===== config.mk =====
export PLATFORM = sky130hd
export DESIGN_NAME = sys_cmd_host
export DESIGN_NICKNAME = d
export VERILOG_FILES = /design/src/rtl/sys_cmd_host.sv
export SDC_FILE = /design/constraint.sdc
export NUM_CORES = 1
export LEC_CHECK = 0
export CAP_MARGIN = 20
export CELL_PAD_IN_SITES_DETAIL_PLACEMENT = 0
export CELL_PAD_IN_SITES_GLOBAL_PLACEMENT = 2
export CORE_UTILIZATION = 32
export CTS_BUF_LIST = sky130_fd_sc_hd__clkbuf_4 sky130_fd_sc_hd__clkbuf_8 sky130_fd_sc_hd__clkbuf_16
export CTS_CLUSTER_DIAMETER = 60
export DETAILED_ROUTE_END_ITERATION = 10
export PLACE_DENSITY = 0.95
export SLEW_MARGIN = 20
export SYNTH_ARGS = -nofsm -noshare
export SYNTH_HDL_FRONTEND = slang
export SYNTH_SLANG_ARGS = --single-unit

===== constraint.sdc =====
create_clock -name i_CLK -period 4.2 [get_ports i_CLK]
set_input_delay 0.63 -clock i_CLK [delete_from_list [all_inputs] [get_ports i_CLK]]
set_output_delay 0.63 -clock i_CLK [all_outputs]
set_load 0.01 [all_outputs]

===== src/rtl/sys_cmd_host.sv =====
`default_nettype none
// ============================================================================
// Module   : sys_cmd_host
// Brief    : Host-side command initiator; frames one command onto a UART TX
//            byte stream and assembles the response bytes from UART RX.
// Revision : 1.0 - initial release
// ============================================================================
module sys_cmd_host #(
   parameter int DATA_WIDTH     = 8,
   parameter int ADDR_WIDTH     = 4,
   parameter int ALU_FUN_WIDTH  = 4,
   parameter int TIMEOUT_CYCLES = 65535,
   parameter int TO_WIDTH       = 16
) (
   input  logic                     i_CLK,
   input  logic                     i_RST,
   input  logic                     i_cmd_valid,
   output logic                     o_cmd_ready,
   input  logic [1:0]               i_cmd_type,
   input  logic [ADDR_WIDTH-1:0]    i_addr,
   input  logic [DATA_WIDTH-1:0]    i_wr_data,
   input  logic [DATA_WIDTH-1:0]    i_op_a,
   input  logic [DATA_WIDTH-1:0]    i_op_b,
   input  logic [ALU_FUN_WIDTH-1:0] i_alu_fun,
   output logic [DATA_WIDTH-1:0]    o_tx_data,
   output logic                     o_tx_valid,
   input  logic                     i_tx_ready,
   input  logic [DATA_WIDTH-1:0]    i_rx_data,
   input  logic                     i_rx_valid,
   output logic [2*DATA_WIDTH-1:0]  o_rsp_data,
   output logic                     o_rsp_valid,
   output logic                     o_timeout,
   output logic                     o_busy
);
   localparam logic [1:0] c_S_IDLE = 2'd0;
   localparam logic [1:0] c_S_SEND = 2'd1;
   localparam logic [1:0] c_S_WAIT = 2'd2;

   localparam logic [1:0] c_T_WR     = 2'd0;
   localparam logic [1:0] c_T_RD     = 2'd1;
   localparam logic [1:0] c_T_ALU_OP = 2'd2;

   localparam logic [DATA_WIDTH-1:0] c_HDR_WR     = DATA_WIDTH'(8'hAA);
   localparam logic [DATA_WIDTH-1:0] c_HDR_RD     = DATA_WIDTH'(8'hBB);
   localparam logic [DATA_WIDTH-1:0] c_HDR_ALU_OP = DATA_WIDTH'(8'hCC);
   localparam logic [DATA_WIDTH-1:0] c_HDR_ALU    = DATA_WIDTH'(8'hDD);
   localparam logic [TO_WIDTH-1:0]   c_TO_LAST    = TO_WIDTH'(TIMEOUT_CYCLES - 1);

   logic [1:0]               state_q, state_d;
   logic [1:0]               type_q, type_d;
   logic [ADDR_WIDTH-1:0]    addr_q, addr_d;
   logic [DATA_WIDTH-1:0]    wr_q, wr_d, op_a_q, op_a_d, op_b_q, op_b_d;
   logic [ALU_FUN_WIDTH-1:0] fun_q, fun_d;
   logic [1:0]               idx_q, idx_d;
   logic                     rsp_cnt_q, rsp_cnt_d;
   logic [TO_WIDTH-1:0]      to_cnt_q, to_cnt_d;
   logic [DATA_WIDTH-1:0]    tx_data_q, tx_data_d;
   logic                     tx_valid_q, tx_valid_d;
   logic [2*DATA_WIDTH-1:0]  rsp_data_q, rsp_data_d;
   logic                     rsp_valid_q, rsp_valid_d;
   logic                     timeout_q, timeout_d;

   logic                     w_accept, w_tx_fire, w_last_byte, w_rsp_last, w_to_hit;
   logic [1:0]               w_last_idx;

   function automatic logic [DATA_WIDTH-1:0] frame_byte(
      input logic [1:0]               typ,
      input logic [1:0]               idx,
      input logic [ADDR_WIDTH-1:0]    addr,
      input logic [DATA_WIDTH-1:0]    wr_data,
      input logic [DATA_WIDTH-1:0]    op_a,
      input logic [DATA_WIDTH-1:0]    op_b,
      input logic [ALU_FUN_WIDTH-1:0] fun
   );
      logic [DATA_WIDTH-1:0] addr_x;
      logic [DATA_WIDTH-1:0] fun_x;
      addr_x = DATA_WIDTH'(addr);
      fun_x  = DATA_WIDTH'(fun);
      case (typ)
         c_T_WR:     frame_byte = (idx == 2'd0) ? c_HDR_WR : (idx == 2'd1) ? addr_x : wr_data;
         c_T_RD:     frame_byte = (idx == 2'd0) ? c_HDR_RD : addr_x;
         c_T_ALU_OP: frame_byte = (idx == 2'd0) ? c_HDR_ALU_OP : (idx == 2'd1) ? op_a :
                                  (idx == 2'd2) ? op_b : fun_x;
         default:    frame_byte = (idx == 2'd0) ? c_HDR_ALU : fun_x;
      endcase
   endfunction

   always_comb begin
      case (type_q)
         c_T_WR:     w_last_idx = 2'd2;
         c_T_ALU_OP: w_last_idx = 2'd3;
         default:    w_last_idx = 2'd1;
      endcase
   end

   assign w_accept    = i_cmd_valid && (state_q == c_S_IDLE);
   assign w_tx_fire   = (state_q == c_S_SEND) && tx_valid_q && i_tx_ready;
   assign w_last_byte = w_tx_fire && (idx_q == w_last_idx);
   assign w_rsp_last  = i_rx_valid && ((type_q == c_T_RD) || rsp_cnt_q);
   // A byte arriving on the terminal count takes priority over the timeout.
   assign w_to_hit    = !i_rx_valid && (to_cnt_q == c_TO_LAST);

   always_ff @(posedge i_CLK) begin
      if (i_RST) begin
         state_q     <= c_S_IDLE;
         type_q      <= '0;
         addr_q      <= '0;
         wr_q        <= '0;
         op_a_q      <= '0;
         op_b_q      <= '0;
         fun_q       <= '0;
         idx_q       <= '0;
         rsp_cnt_q   <= 1'b0;
         to_cnt_q    <= '0;
         tx_data_q   <= '0;
         tx_valid_q  <= 1'b0;
         rsp_data_q  <= '0;
         rsp_valid_q <= 1'b0;
         timeout_q   <= 1'b0;
      end else begin
         state_q     <= state_d;
         type_q      <= type_d;
         addr_q      <= addr_d;
         wr_q        <= wr_d;
         op_a_q      <= op_a_d;
         op_b_q      <= op_b_d;
         fun_q       <= fun_d;
         idx_q       <= idx_d;
         rsp_cnt_q   <= rsp_cnt_d;
         to_cnt_q    <= to_cnt_d;
         tx_data_q   <= tx_data_d;
         tx_valid_q  <= tx_valid_d;
         rsp_data_q  <= rsp_data_d;
         rsp_valid_q <= rsp_valid_d;
         timeout_q   <= timeout_d;
      end
   end

   always_comb begin
      state_d = state_q;
      case (state_q)
         c_S_IDLE: if (w_accept) state_d = c_S_SEND;
         c_S_SEND: if (w_last_byte) state_d = (type_q == c_T_WR) ? c_S_IDLE : c_S_WAIT;
         c_S_WAIT: if (w_rsp_last || w_to_hit) state_d = c_S_IDLE;
         default:  state_d = c_S_IDLE;
      endcase
   end

   always_comb begin
      type_d      = type_q;
      addr_d      = addr_q;
      wr_d        = wr_q;
      op_a_d      = op_a_q;
      op_b_d      = op_b_q;
      fun_d       = fun_q;
      idx_d       = idx_q;
      rsp_cnt_d   = rsp_cnt_q;
      to_cnt_d    = to_cnt_q;
      tx_data_d   = tx_data_q;
      tx_valid_d  = tx_valid_q;
      rsp_data_d  = rsp_data_q;
      rsp_valid_d = 1'b0;
      timeout_d   = 1'b0;
      case (state_q)
         c_S_IDLE: begin
            if (w_accept) begin
               type_d     = i_cmd_type;
               addr_d     = i_addr;
               wr_d       = i_wr_data;
               op_a_d     = i_op_a;
               op_b_d     = i_op_b;
               fun_d      = i_alu_fun;
               idx_d      = 2'd0;
               tx_valid_d = 1'b1;
               tx_data_d  = frame_byte(i_cmd_type, 2'd0, i_addr, i_wr_data,
                                       i_op_a, i_op_b, i_alu_fun);
            end
         end
         c_S_SEND: begin
            if (w_last_byte) begin
               tx_valid_d = 1'b0;
               rsp_cnt_d  = 1'b0;
               to_cnt_d   = '0;
               if (type_q == c_T_WR) begin
                  rsp_valid_d = 1'b1;
                  rsp_data_d  = '0;
               end
            end else if (w_tx_fire) begin
               idx_d     = idx_q + 2'd1;
               tx_data_d = frame_byte(type_q, idx_q + 2'd1, addr_q, wr_q, op_a_q, op_b_q, fun_q);
            end
         end
         c_S_WAIT: begin
            if (i_rx_valid) begin
               to_cnt_d  = '0;
               rsp_cnt_d = 1'b1;
               if (rsp_cnt_q) begin
                  rsp_data_d[2*DATA_WIDTH-1:DATA_WIDTH] = i_rx_data;
               end else begin
                  rsp_data_d[DATA_WIDTH-1:0] = i_rx_data;
                  if (type_q == c_T_RD) rsp_data_d[2*DATA_WIDTH-1:DATA_WIDTH] = '0;
               end
               rsp_valid_d = w_rsp_last;
            end else if (w_to_hit) begin
               timeout_d = 1'b1;
            end else begin
               to_cnt_d = to_cnt_q + TO_WIDTH'(1);
            end
         end
         default: ;
      endcase
   end

   assign o_cmd_ready = (state_q == c_S_IDLE);
   assign o_busy      = (state_q != c_S_IDLE);
   assign o_tx_data   = tx_data_q;
   assign o_tx_valid  = tx_valid_q;
   assign o_rsp_data  = rsp_data_q;
   assign o_rsp_valid = rsp_valid_q;
   assign o_timeout   = timeout_q;

endmodule
`default_nettype wire


==> out/results.ini, run 1 <==
[synth]
most_instantiated_flip_flop_cell_in_the_synthesis_netlist = sky130_fd_sc_hd__dfxtp_1
yosys_warnings = 0
synth_area_per_cell_um2 = 8.035
yosysUniqueCellTypes = 58
ys_seq_area_frac = 0.4103
yosys_register_bits = 82
asyncSetResetFlopFracSynth = 0
synth_fp_nets = 553
synth_top_cell_area_share = 0.4103
yosys.area.top_type = sky130_fd_sc_hd__dfxtp_1
synth_area_um2 = 4001
syn-instance-count = 498
number_of_flops_mapped_to_enable_cells_by_yosys = 0
synthTopCellsByArea = sky130_fd_sc_hd__dfxtp_1 (41%), sky130_fd_sc_hd__nand2_1 (8.3%), sky130_fd_sc_hd__a21oi_1 (7.6%)

[die]
core-area_um2 = 12110
die_area_um2 = 12960
chipHeight_um = 113.8
floorplan.die.width_um = 113.8
row_count = 40
io_pins = 76
effective_utilization_at_floorplan = 0.3304

[clock_tree]
clock_tree.root_cell = sky130_fd_sc_hd__clkbuf_16
clk_pin_slew_ns = 0.06
cts_hold_repair.buffers = 0
postCtsSetupBuffers = 0
cts_inserted_buffers = 9
ctsLongestPathBuffers = 2
cts_tree = yes
deepest_level_of_the_cts_h_tree = 3
ctsResizeCount = 0
cts_sinks = 82
insertion_delay_ns = 0.33

[global_routing]
first_pass_grt_wire_length_um = 16560
global_route.overflow_total = 0
initial_antenna_violation_count = 0
first_global_vias = 3386
grt_use_total = 0.1585
pin_count_of_the_biggest_net_entering_global_routing = 44

[route]
via_count = 3571
route.detailed.vias_per_inst = 4.932
detailedRoute.firstPassIterationCount = 4
antenna_left = 0
first_iter_violations = 182
drt_wl_total_um = 9773
post-route-drc-count = 0
wl_per_cell_um = 13.50

[timing]
tightestPinTransition_ns = 1.083
final.period_utilization = 0.6269
holdWs_ns = 0.4528
fin_tns_setup_ns = 0
worst_slew_margin_rel = 0.2749
skew_ns = 0.005929
post-route-min-period_ns = 2.633
grt_setup_unrepaired = no
drv_slew = 0
achievable-frequency_mhz = 379.8
hold_viol_final = 0
setup_viol_count_final = 0

[worst_setup_path]
critical_path_maximum_fanout = 19
rr_endpoint = to_cnt_q[11]
path_buf_inv = 1
timing.critical_path.slowest_cell_delay_ns = 0.60
reg2regPathDepth = 7
critical_path.cell_chain = inv_1 > ha_1 > nand3_2 > a211oi_4 > o22ai_2 > or3_1 > a21oi_1
endpoint_kind = flop
worst_setup_path_type = flop to flop
worst-r2r-setup-slack_ns = 1.57
worstSetupStartpointType = flop
worstPathRequired_ns = 4.45
critical-path-top-delay-family = compound AO/OA/AOI/OAI gates
reg2reg_from = state_q[1]
crit_arrival_ns = 2.89
critPathSlowestCell = sky130_fd_sc_hd__ha_1

[placement]
placed_cells = 708
numPortBuffers = 75
dpl-instance-area_um2 = 4815
place.gp.congestion = 0.8021
detailed_place_hpwl_um = 6916

[power_and_ir_drop]
internal_power_mw = 1.424
combPwrFrac = 0.162
p_clk_frac = 0.394
pwr-share-seq = 0.444
switchingPower_uw = 508.2
p_sw_frac = 0.2630
power-per-cell-area_nw_per_um2 = 377.9
vdd_ir_drop_max_uv = 165.1
static-leakage-power_nw = 1.802
power_mw = 1.933

[cells_and_area]
post-route-cell-area_um2 = 5114
post_route_cells_drive_above_1_share = 0.06295
post_layout_nonfiller_instances = 724
nets = 606
diodes = 0
area_growth_syn_to_layout_pct = 27.80

[worst_hold_path]
min_path_cells = 2
worstHoldEndpoint = op_a_q[1]
worstHoldPathType = flop to flop
hold_start = op_a_q[1]

[outcome]
run_status = finished clean

[run]
drv.max_cap_violation_count = 0

==> worst max-delay path by stage <==
stage | endpoint | slack (ns) | start | cells after the start
after floorplan | o_tx_data[0] | 2.08 | idx_q[1] | 9
after global placement | o_rsp_data[14] | 1.59 | i_tx_ready | 6
after detailed placement | o_rsp_data[15] | 1.48 | i_tx_ready | 6
after CTS | o_rsp_data[9] | 1.57 | state_q[1] | 7
after global routing | o_rsp_data[15] | 1.29 | type_q[1] | 5
final | to_cnt_q[11] | 1.57 | state_q[1] | 7
==> layout make-up <==
type | instances | area [µm²]
Clock buffer | 13 | 274.0
Clock inverter | 3 | 22.52
Fill cell | 1250 | 6998
Inverter | 9 | 33.78
Multi-Input combinational cell | 372 | 2171
Sequential cell | 82 | 1642
Tap cell | 168 | 210.2
Timing Repair Buffer | 77 | 760.7
==> synth_stat cells, drive strengths merged (3+ instances only) <==
cell type,count
a211oi,8
nor2b,7
ha,8
nand4,6
mux2,4
nand2b,12
nand2,89
buf,7
nor3,7
nor2,31
clkbuf,28
mux2i,13
o21ai,35
and2,11
and4,3
nand3,18
inv,9
o221ai,3
dfxtp,82
xor2,3
or3,16
a21oi,62
==> power groups by stage <==
stage,Sequential (mW),Combinational [mW],Clock (mW)
6_report,0.859,0.314,0.761
5_1_grt,0.865,0.348,0.816
4_1_cts,0.859,0.317,0.782
3_5_place_dp,0.877,0.316,0
3_3_place_gp,0.875,0.314,0
2_1_floorplan,0.863,0.198,0
==> state kept, by name (all words and copies together) (netlist names) <==
signal       count
rsp_cnt_q        1
op_b_q           8
fun_q            4
op_a_q           8
o_rsp_data      16
type_q           2
o_tx_valid       1
wr_q             8
o_rsp_valid      1
idx_q            2
o_tx_data        8
o_timeout        1
to_cnt_q        16
addr_q           4
state_q          2
==> per-stage QoR <==
stage	util	worst slack (ns)
finish	0.4222	1.567
global placement	0.3975	1.588
floorplan	-	2.079
detailed placement	0.3975	1.485
CTS	0.4220	1.574
global route	0.4222	1.289
==> cells by family (layout without fill, tap and decap cells) <==
| group | Yosys count | in the layout | share of synthesized area |
|---|---|---|---|
| XOR/XNOR | 4 | 4 | 0.008757 |
| adder cells (fa/ha/maj) | 8 | 8 | 0.02502 |
| flip-flops | 82 | 82 | 0.4103 |
| AND/OR/NAND/NOR | 212 | 212 | 0.2583 |
| multiplexers | 18 | 18 | 0.04940 |
| AO/OA/AOI/OAI | 130 | 130 | 0.2004 |
| buffers and inverters | 44 | 102 | 0.04784 |
==> worst reg2reg max path: stages, from the launching register on <==
cell                       delay, ns
sky130_fd_sc_hd__dfxtp_1        0.32
sky130_fd_sc_hd__inv_1          0.08
sky130_fd_sc_hd__ha_1           0.60
sky130_fd_sc_hd__nand3_2        0.25
sky130_fd_sc_hd__a211oi_4       0.42
sky130_fd_sc_hd__o22ai_2        0.32
sky130_fd_sc_hd__or3_1          0.42
sky130_fd_sc_hd__a21oi_1        0.14
==> cell usage in the layout, fill, tap and decap left out, types with 3 or more instances in the layout <==
cell type	synthesis	routed
sky130_fd_sc_hd__o21ai_1	16	16
sky130_fd_sc_hd__nand3_1	17	17
sky130_fd_sc_hd__nand2_1	89	88
sky130_fd_sc_hd__clkinvlp_4	0	3
sky130_fd_sc_hd__nor2_1	31	31
sky130_fd_sc_hd__dfxtp_1	82	82
sky130_fd_sc_hd__and4_1	3	3
sky130_fd_sc_hd__a211oi_1	7	7
sky130_fd_sc_hd__nand4_1	6	6
sky130_fd_sc_hd__ha_1	8	8
sky130_fd_sc_hd__a21oi_1	61	61
sky130_fd_sc_hd__or3_1	15	15
sky130_fd_sc_hd__mux2_2	4	4
sky130_fd_sc_hd__nor2b_1	7	7
sky130_fd_sc_hd__nand2b_1	12	12
sky130_fd_sc_hd__inv_1	9	9
sky130_fd_sc_hd__mux2i_1	13	13
sky130_fd_sc_hd__xor2_1	3	3
sky130_fd_sc_hd__o21ai_0	19	19
sky130_fd_sc_hd__clkbuf_16	0	9
sky130_fd_sc_hd__nor3_1	7	7
sky130_fd_sc_hd__and2_1	11	11
sky130_fd_sc_hd__clkdlybuf4s50_1	0	74
sky130_fd_sc_hd__clkbuf_8	0	3
==> routing by layer <==
metal	vias to the layer above	part of all wire	global-route usage
li1	1841	-	-
met4	0	0.015	0.05541
met5	-	0	0
met3	12	0.043	0.02816
met1	1636	0.47	0.2008
met2	82	0.47	0.2707
No activity file was read; power rests on OpenSTA's default activity.
==> run 2, diff against run 1 <==
--- a/config.mk
+++ b/config.mk
@@ -8,11 +8,11 @@
 export CAP_MARGIN = 20
 export CELL_PAD_IN_SITES_DETAIL_PLACEMENT = 0
 export CELL_PAD_IN_SITES_GLOBAL_PLACEMENT = 2
-export CORE_UTILIZATION = 32
+export CORE_UTILIZATION = 30
 export CTS_BUF_LIST = sky130_fd_sc_hd__clkbuf_4 sky130_fd_sc_hd__clkbuf_8 sky130_fd_sc_hd__clkbuf_16
 export CTS_CLUSTER_DIAMETER = 60
 export DETAILED_ROUTE_END_ITERATION = 10
-export PLACE_DENSITY = 0.95
+export PLACE_DENSITY = 0.9
 export SLEW_MARGIN = 20
 export SYNTH_ARGS = -nofsm -noshare
 export SYNTH_HDL_FRONTEND = slang
==> constraint.sdc (replaced) <==
create_clock -name i_CLK -period 2.7 [get_ports i_CLK]
set_input_delay 0.405 -clock i_CLK [delete_from_list [all_inputs] [get_ports i_CLK]]
set_output_delay 0.405 -clock i_CLK [all_outputs]
set_load 0.01 [all_outputs]
==> run 2 against run 1 <==
- first-iteration DRC count rose by 39%
- global-route usage fell by 0.15 points
- utilization fell by 1.2 points
- sequential power rose by 55%
- fmax rose by 17%
- sequential cell count did not move
- final area rose by 2.8%
- combinational power rose by 64%
- clock power rose by 97%
- critical path type unchanged
- largest power group is now clock
==> out/results.ini, run 2 (synthesized netlist as in run 1, its figures left out) <==
[global_routing]
global_route.overflow_total = 0
pin_count_of_the_biggest_net_entering_global_routing = 35
first_global_vias = 3558
first_pass_grt_wire_length_um = 17280
initial_antenna_violation_count = 0
grt_use_total = 0.1570

[power_and_ir_drop]
static-leakage-power_nw = 1.894
vdd_ir_drop_max_uv = 395.0
internal_power_mw = 2.549
combPwrFrac = 0.154
p_clk_frac = 0.450
p_sw_frac = 0.2382
power-per-cell-area_nw_per_um2 = 636.2
pwr-share-seq = 0.396
switchingPower_uw = 797.1

[cells_and_area]
diodes = 0
post_route_cells_drive_above_1_share = 0.07611
nets = 615
most_common_library_cell_in_the_layout_ignoring_fill_and_taps = sky130_fd_sc_hd__nand2_1
final_cell_mix = sky130_fd_sc_hd__nand2_1 (89), sky130_fd_sc_hd__dfxtp_1 (82), sky130_fd_sc_hd__clkdlybuf4s50_1 (74)
area_growth_syn_to_layout_pct = 31.43
post-route-cell-area_um2 = 5259

[timing]
setup_viol_count_final = 0
worst_slew_margin_rel = 0.2700
post-route-min-period_ns = 2.256
fin_tns_setup_ns = 0
drv_slew = 0
achievable-frequency_mhz = 443.2
skew_ns = 0.003870
tightestPinTransition_ns = 1.090
hold_viol_final = 0
final.period_utilization = 0.8356
grt_setup_unrepaired = no

[route]
detailedRoute.firstPassIterationCount = 4
via_count = 3671
antenna_left = 0
post-route-drc-count = 0
drt_wl_total_um = 10500
route.detailed.vias_per_inst = 4.981
wl_per_cell_um = 14.24
first_iter_violations = 253

[worst_setup_path]
worstPathRequired_ns = 2.96
endpoint_kind = flop
worst-r2r-setup-slack_ns = 0.44
worst_setup_path_type = flop to flop
crit_arrival_ns = 2.51
worstSetupStartpointType = flop
critical_path_maximum_fanout = 18

[die]
io_pins = 76
effective_utilization_at_floorplan = 0.3120
core-area_um2 = 12820
floorplan.die.width_um = 117.5
row_count = 41
die_area_um2 = 13800
chipHeight_um = 117.5

[clock_tree]
cts_inserted_buffers = 9
deepest_level_of_the_cts_h_tree = 3
cts_hold_repair.buffers = 0
ctsLongestPathBuffers = 2
cts_tree = yes
ctsResizeCount = 0
postCtsSetupBuffers = 0
clk_pin_slew_ns = 0.06
insertion_delay_ns = 0.34
cts_sinks = 82
clock_tree.root_cell = sky130_fd_sc_hd__clkbuf_16

[placement]
place.gp.congestion = 0.7970
numPortBuffers = 75
detailed_place_hpwl_um = 7419
dpl-instance-area_um2 = 4887

[outcome]
run_status = finished clean

[worst_hold_path]
worstHoldPathType = flop to flop

[run]
drv.max_cap_violation_count = 0

## run 2: changes by cell type in the layout (fill, tap and decap cells not counted), sizes merged
cell	previous run	this run
buf	3	12
bufinv	0	4
clkinvlp	3	0
clkbuf	13	11
clkinv	0	1
## run 2: power groups by stage
| stage | registers [mW] | logic (mW) | clock network [mW] |
|---|---|---|---|
| global route | 1.33 | 0.573 | 1.60 |
| finish | 1.33 | 0.516 | 1.50 |
| CTS | 1.33 | 0.526 | 1.56 |
| floorplan | 1.34 | 0.309 | 0 |
| global placement | 1.35 | 0.518 | 0 |
| detailed placement | 1.35 | 0.523 | 0 |
## run 2: layout make-up
| type | count | area, µm² |
|---|---|---|
| fill | 1338 | 7566 |
| clock buffer | 11 | 246.5 |
| timing repair buffer | 86 | 828.3 |
| multi-input combinational | 372 | 2168 |
| inverter | 9 | 33.78 |
| clock inverter | 5 | 125.1 |
| sequential | 82 | 1642 |
| tap | 172 | 215.2 |
## run 2: final timing paths
check                   from     endpoint  depth (start not counted)
hold / removal     op_b_q[0]    op_b_q[0]                          2
hold reg to reg    op_b_q[0]    op_b_q[0]                          2
setup reg to reg  state_q[1]  to_cnt_q[7]                          7
setup / recovery  state_q[1]  to_cnt_q[7]                          7
## run 2: worst max-delay path: stages, from the launching register on
cell and delay (ns):
sky130_fd_sc_hd__dfxtp_1 0.32, sky130_fd_sc_hd__inv_1 0.08, sky130_fd_sc_hd__ha_1 0.34, sky130_fd_sc_hd__nand3_2 0.19, sky130_fd_sc_hd__a211oi_4 0.37, sky130_fd_sc_hd__o22ai_2 0.31, sky130_fd_sc_hd__or3_1 0.42, sky130_fd_sc_hd__a21oi_1 0.15
## run 2: layer usage
| layer | GRT usage | vias up | share of wire |
|---|---|---|---|
| met2 | 0.2707 | 94 | 0.49 |
| met5 | 0 | - | 0 |
| li1 | - | 1864 | - |
| met4 | 0.04647 | 0 | 0.0087 |
| met1 | 0.1876 | 1707 | 0.45 |
| met3 | 0.04651 | 6 | 0.042 |
## run 2: metrics by stage
stage	hold WS, ns	instances	power (mW)	util	setup slack, ns
2_1_floorplan	0.4318	498	1.652	-	0.5794
3_3_place_gp	0.4440	721	1.869	0.3811	0.3468
3_5_place_dp	0.4448	721	1.876	0.3811	0.2953
4_1_cts	0.4534	737	3.407	0.4100	0.4461
5_1_grt	0.4712	737	3.504	0.4100	0.2484
6_report	0.4527	737	3.346	0.4100	0.4439
==> run 3, diff against run 2 <==
--- a/config.mk
+++ b/config.mk
@@ -8,11 +8,11 @@
 export CAP_MARGIN = 20
 export CELL_PAD_IN_SITES_DETAIL_PLACEMENT = 0
 export CELL_PAD_IN_SITES_GLOBAL_PLACEMENT = 2
-export CORE_UTILIZATION = 30
+export CORE_UTILIZATION = 27
 export CTS_BUF_LIST = sky130_fd_sc_hd__clkbuf_4 sky130_fd_sc_hd__clkbuf_8 sky130_fd_sc_hd__clkbuf_16
 export CTS_CLUSTER_DIAMETER = 60
 export DETAILED_ROUTE_END_ITERATION = 10
-export PLACE_DENSITY = 0.9
+export PLACE_DENSITY = 0.86
 export SLEW_MARGIN = 20
 export SYNTH_ARGS = -nofsm -noshare
 export SYNTH_HDL_FRONTEND = slang
==> constraint.sdc (replaced) <==
create_clock -name i_CLK -period 2 [get_ports i_CLK]
set_input_delay 0.3 -clock i_CLK [delete_from_list [all_inputs] [get_ports i_CLK]]
set_output_delay 0.3 -clock i_CLK [all_outputs]
set_load 0.01 [all_outputs]
==> run 3 against run 2 <==
- register-to-register slack got worse by 0.35 ns
- power increased by 26%
- sequential share of layout area decreased by 1.7 points
- critical path depth increased by 1
- routed wire length increased by 5.6%
- cell count increased by 6.0%
- die area increased by 11%
- final area increased by 5.9%
- combinational power increased by 59%
- critical endpoint unchanged
- highest routed layer unchanged
==> out/results.ini, run 3 (synthesized netlist as in run 1, its figures left out) <==
[cells_and_area]
nets = 647
footprint_of_the_multi_input_gates_um2 = 2246
ff_latch_area_um2 = 1644
post_route_cells_drive_above_1_share = 0.1407
diodes = 0
most_common_library_cell_in_the_layout_ignoring_fill_and_taps = sky130_fd_sc_hd__nand2_1
fill_cells = 1497
area_growth_syn_to_layout_pct = 39.21
final_cell_mix = sky130_fd_sc_hd__nand2_1 (89), sky130_fd_sc_hd__dfxtp_1 (80), sky130_fd_sc_hd__clkdlybuf4s50_1 (72)

[power_and_ir_drop]
p_sw_frac = 0.2635
p_clk_frac = 0.382
pwr-share-seq = 0.424
power-per-cell-area_nw_per_um2 = 756.1
vdd_ir_drop_max_uv = 436.3
internal_power_mw = 3.102
static-leakage-power_nw = 2.055
switchingPower_mw = 1.110
power_mw = 4.212
combPwrFrac = 0.194

[die]
row_count = 44
io_pins = 76
effective_utilization_at_floorplan = 0.2764
core-area_um2 = 14480
floorplan.die.width_um = 123.7
die_area_um2 = 15310
chipHeight_um = 123.7

[outcome]
run_status = finished clean

[clock_tree]
cts_sinks = 82
deepest_level_of_the_cts_h_tree = 3
clock_tree.root_cell = sky130_fd_sc_hd__clkbuf_16
ctsLongestPathBuffers = 2
clk_pin_slew_ns = 0.06
cts_hold_repair.buffers = 0
insertion_delay_ns = 0.34
cts_tree = yes
cts_inserted_buffers = 9

[timing]
hold_viol_final = 0
worst_slew_margin_rel = 0.7137
skew_ns = 0.006262
achievable-frequency_mhz = 524.8
setup_viol_count_final = 0
final.setup.worst_slack_ns = 0.09460
post-route-min-period_ns = 1.905
drv_slew = 0
tightestPinTransition_ns = 0.4265
final.period_utilization = 0.9527
holdWs_ns = 0.3694

[run]
drv.max_cap_violation_count = 0

[global_routing]
first_pass_grt_wire_length_um = 18000
grt.met2_usage = 0.2653
global_route.overflow_total = 0
grt_use_total = 0.1527
use_met1 = 0.1807
first_global_vias = 3705
grt_util_met3 = 0.04716
initial_antenna_violation_count = 0
pin_count_of_the_biggest_net_entering_global_routing = 35
top_usage_layer = met2

[worst_setup_path]
reg2regPathDepth = 8
worst-r2r-setup-slack_ns = 0.09
worstSetupStartpointType = flop
worst_setup_path_type = flop to flop
rr_endpoint = to_cnt_q[7]
critical_path_maximum_fanout = 7
endpoint_kind = flop
worstPathRequired_ns = 2.27
crit_arrival_ns = 2.18
reg2reg_from = type_q[0]

[worst_hold_path]
hold_start = i_RST
worstHoldPathType = input pin to flop
worstHoldEndpoint = fun_q[1]
min_path_cells = 2

[placement]
pre_cts_ws_ns = -0.2510
numPortBuffers = 75
place.gp.congestion = 0.7867
detailed_place_hpwl_um = 7901

[route]
via_count = 3772
first_iter_violations = 178
detailedRoute.firstPassIterationCount = 4
antenna_left = 0
drt_wl_total_um = 11080
wl_per_cell_um = 14.19
post-route-drc-count = 0
route.detailed.vias_per_inst = 4.830

run 3: area by class of cell:
cell class,instances,share of cell area
multi-input combinational,373,0.4032
timing repair buffer,117,0.2019
tap,184,0.04133
inverter,9,0.006065
clock inverter,2,0.001797
sequential,82,0.2951
clock buffer,14,0.05054
run 3: how the worst max path moves through the flow:
stage | from | end | slack (ns) | cells after the start
4_1_cts | idx_q[0] | to_cnt_q[15] | 0.02 | 5
5_1_grt | type_q[0] | to_cnt_q[3] | -0.01 | 8
2_1_floorplan | idx_q[1] | o_tx_data[0] | -0.05 | 9
3_3_place_gp | i_tx_ready | to_cnt_q[11] | -0.13 | 6
3_5_place_dp | i_tx_ready | to_cnt_q[15] | -0.25 | 6
6_report | type_q[0] | to_cnt_q[7] | 0.09 | 8
run 3: through the flow:
step | instances | area, µm² | TNS [ns] | utilization
floorplan | 498 | 4004 | -0.05399 | -
finish | 781 | 5570 | 0 | 0.3847
global placement | 762 | 5182 | -1.750 | 0.3579
CTS | 778 | 5485 | 0 | 0.3788
global route | 781 | 5570 | -0.02816 | 0.3847
detailed placement | 762 | 5182 | -3.256 | 0.3579
run 3: power groups by stage:
stage	combinational [mW]	sequential, mW	clock [mW]
finish	0.818	1.78	1.61
global route	0.903	1.80	1.74
CTS	0.812	1.78	1.66
detailed placement	0.809	1.82	0
global placement	0.801	1.82	0
floorplan	0.418	1.81	0
run 3: critical path, stage by stage, from the launching register on:
cell	delay, ns
sky130_fd_sc_hd__dfxtp_1	0.32
sky130_fd_sc_hd__buf_4	0.16
sky130_fd_sc_hd__o21ai_1	0.34
sky130_fd_sc_hd__a211oi_4	0.11
sky130_fd_sc_hd__buf_4	0.17
sky130_fd_sc_hd__o22ai_2	0.33
sky130_fd_sc_hd__buf_4	0.19
sky130_fd_sc_hd__o21ai_1	0.08
sky130_fd_sc_hd__a21oi_1	0.14
run 3: per-layer routing:
layer | vias to the layer above | share of wire
met1 | 1757 | 0.46
met4 | 0 | 0.0082
met5 | - | 0
met2 | 76 | 0.49
li1 | 1930 | -
met3 | 9 | 0.046
run 3: what timing repair did:
item                       in CTS  in global routing
pin swaps                       1                  2
setup endpoints to repair      13                 27
gates resized for setup         4                 12
hold endpoints to repair        0                  0
cloned                          0                  1
buffers inserted                0                  2
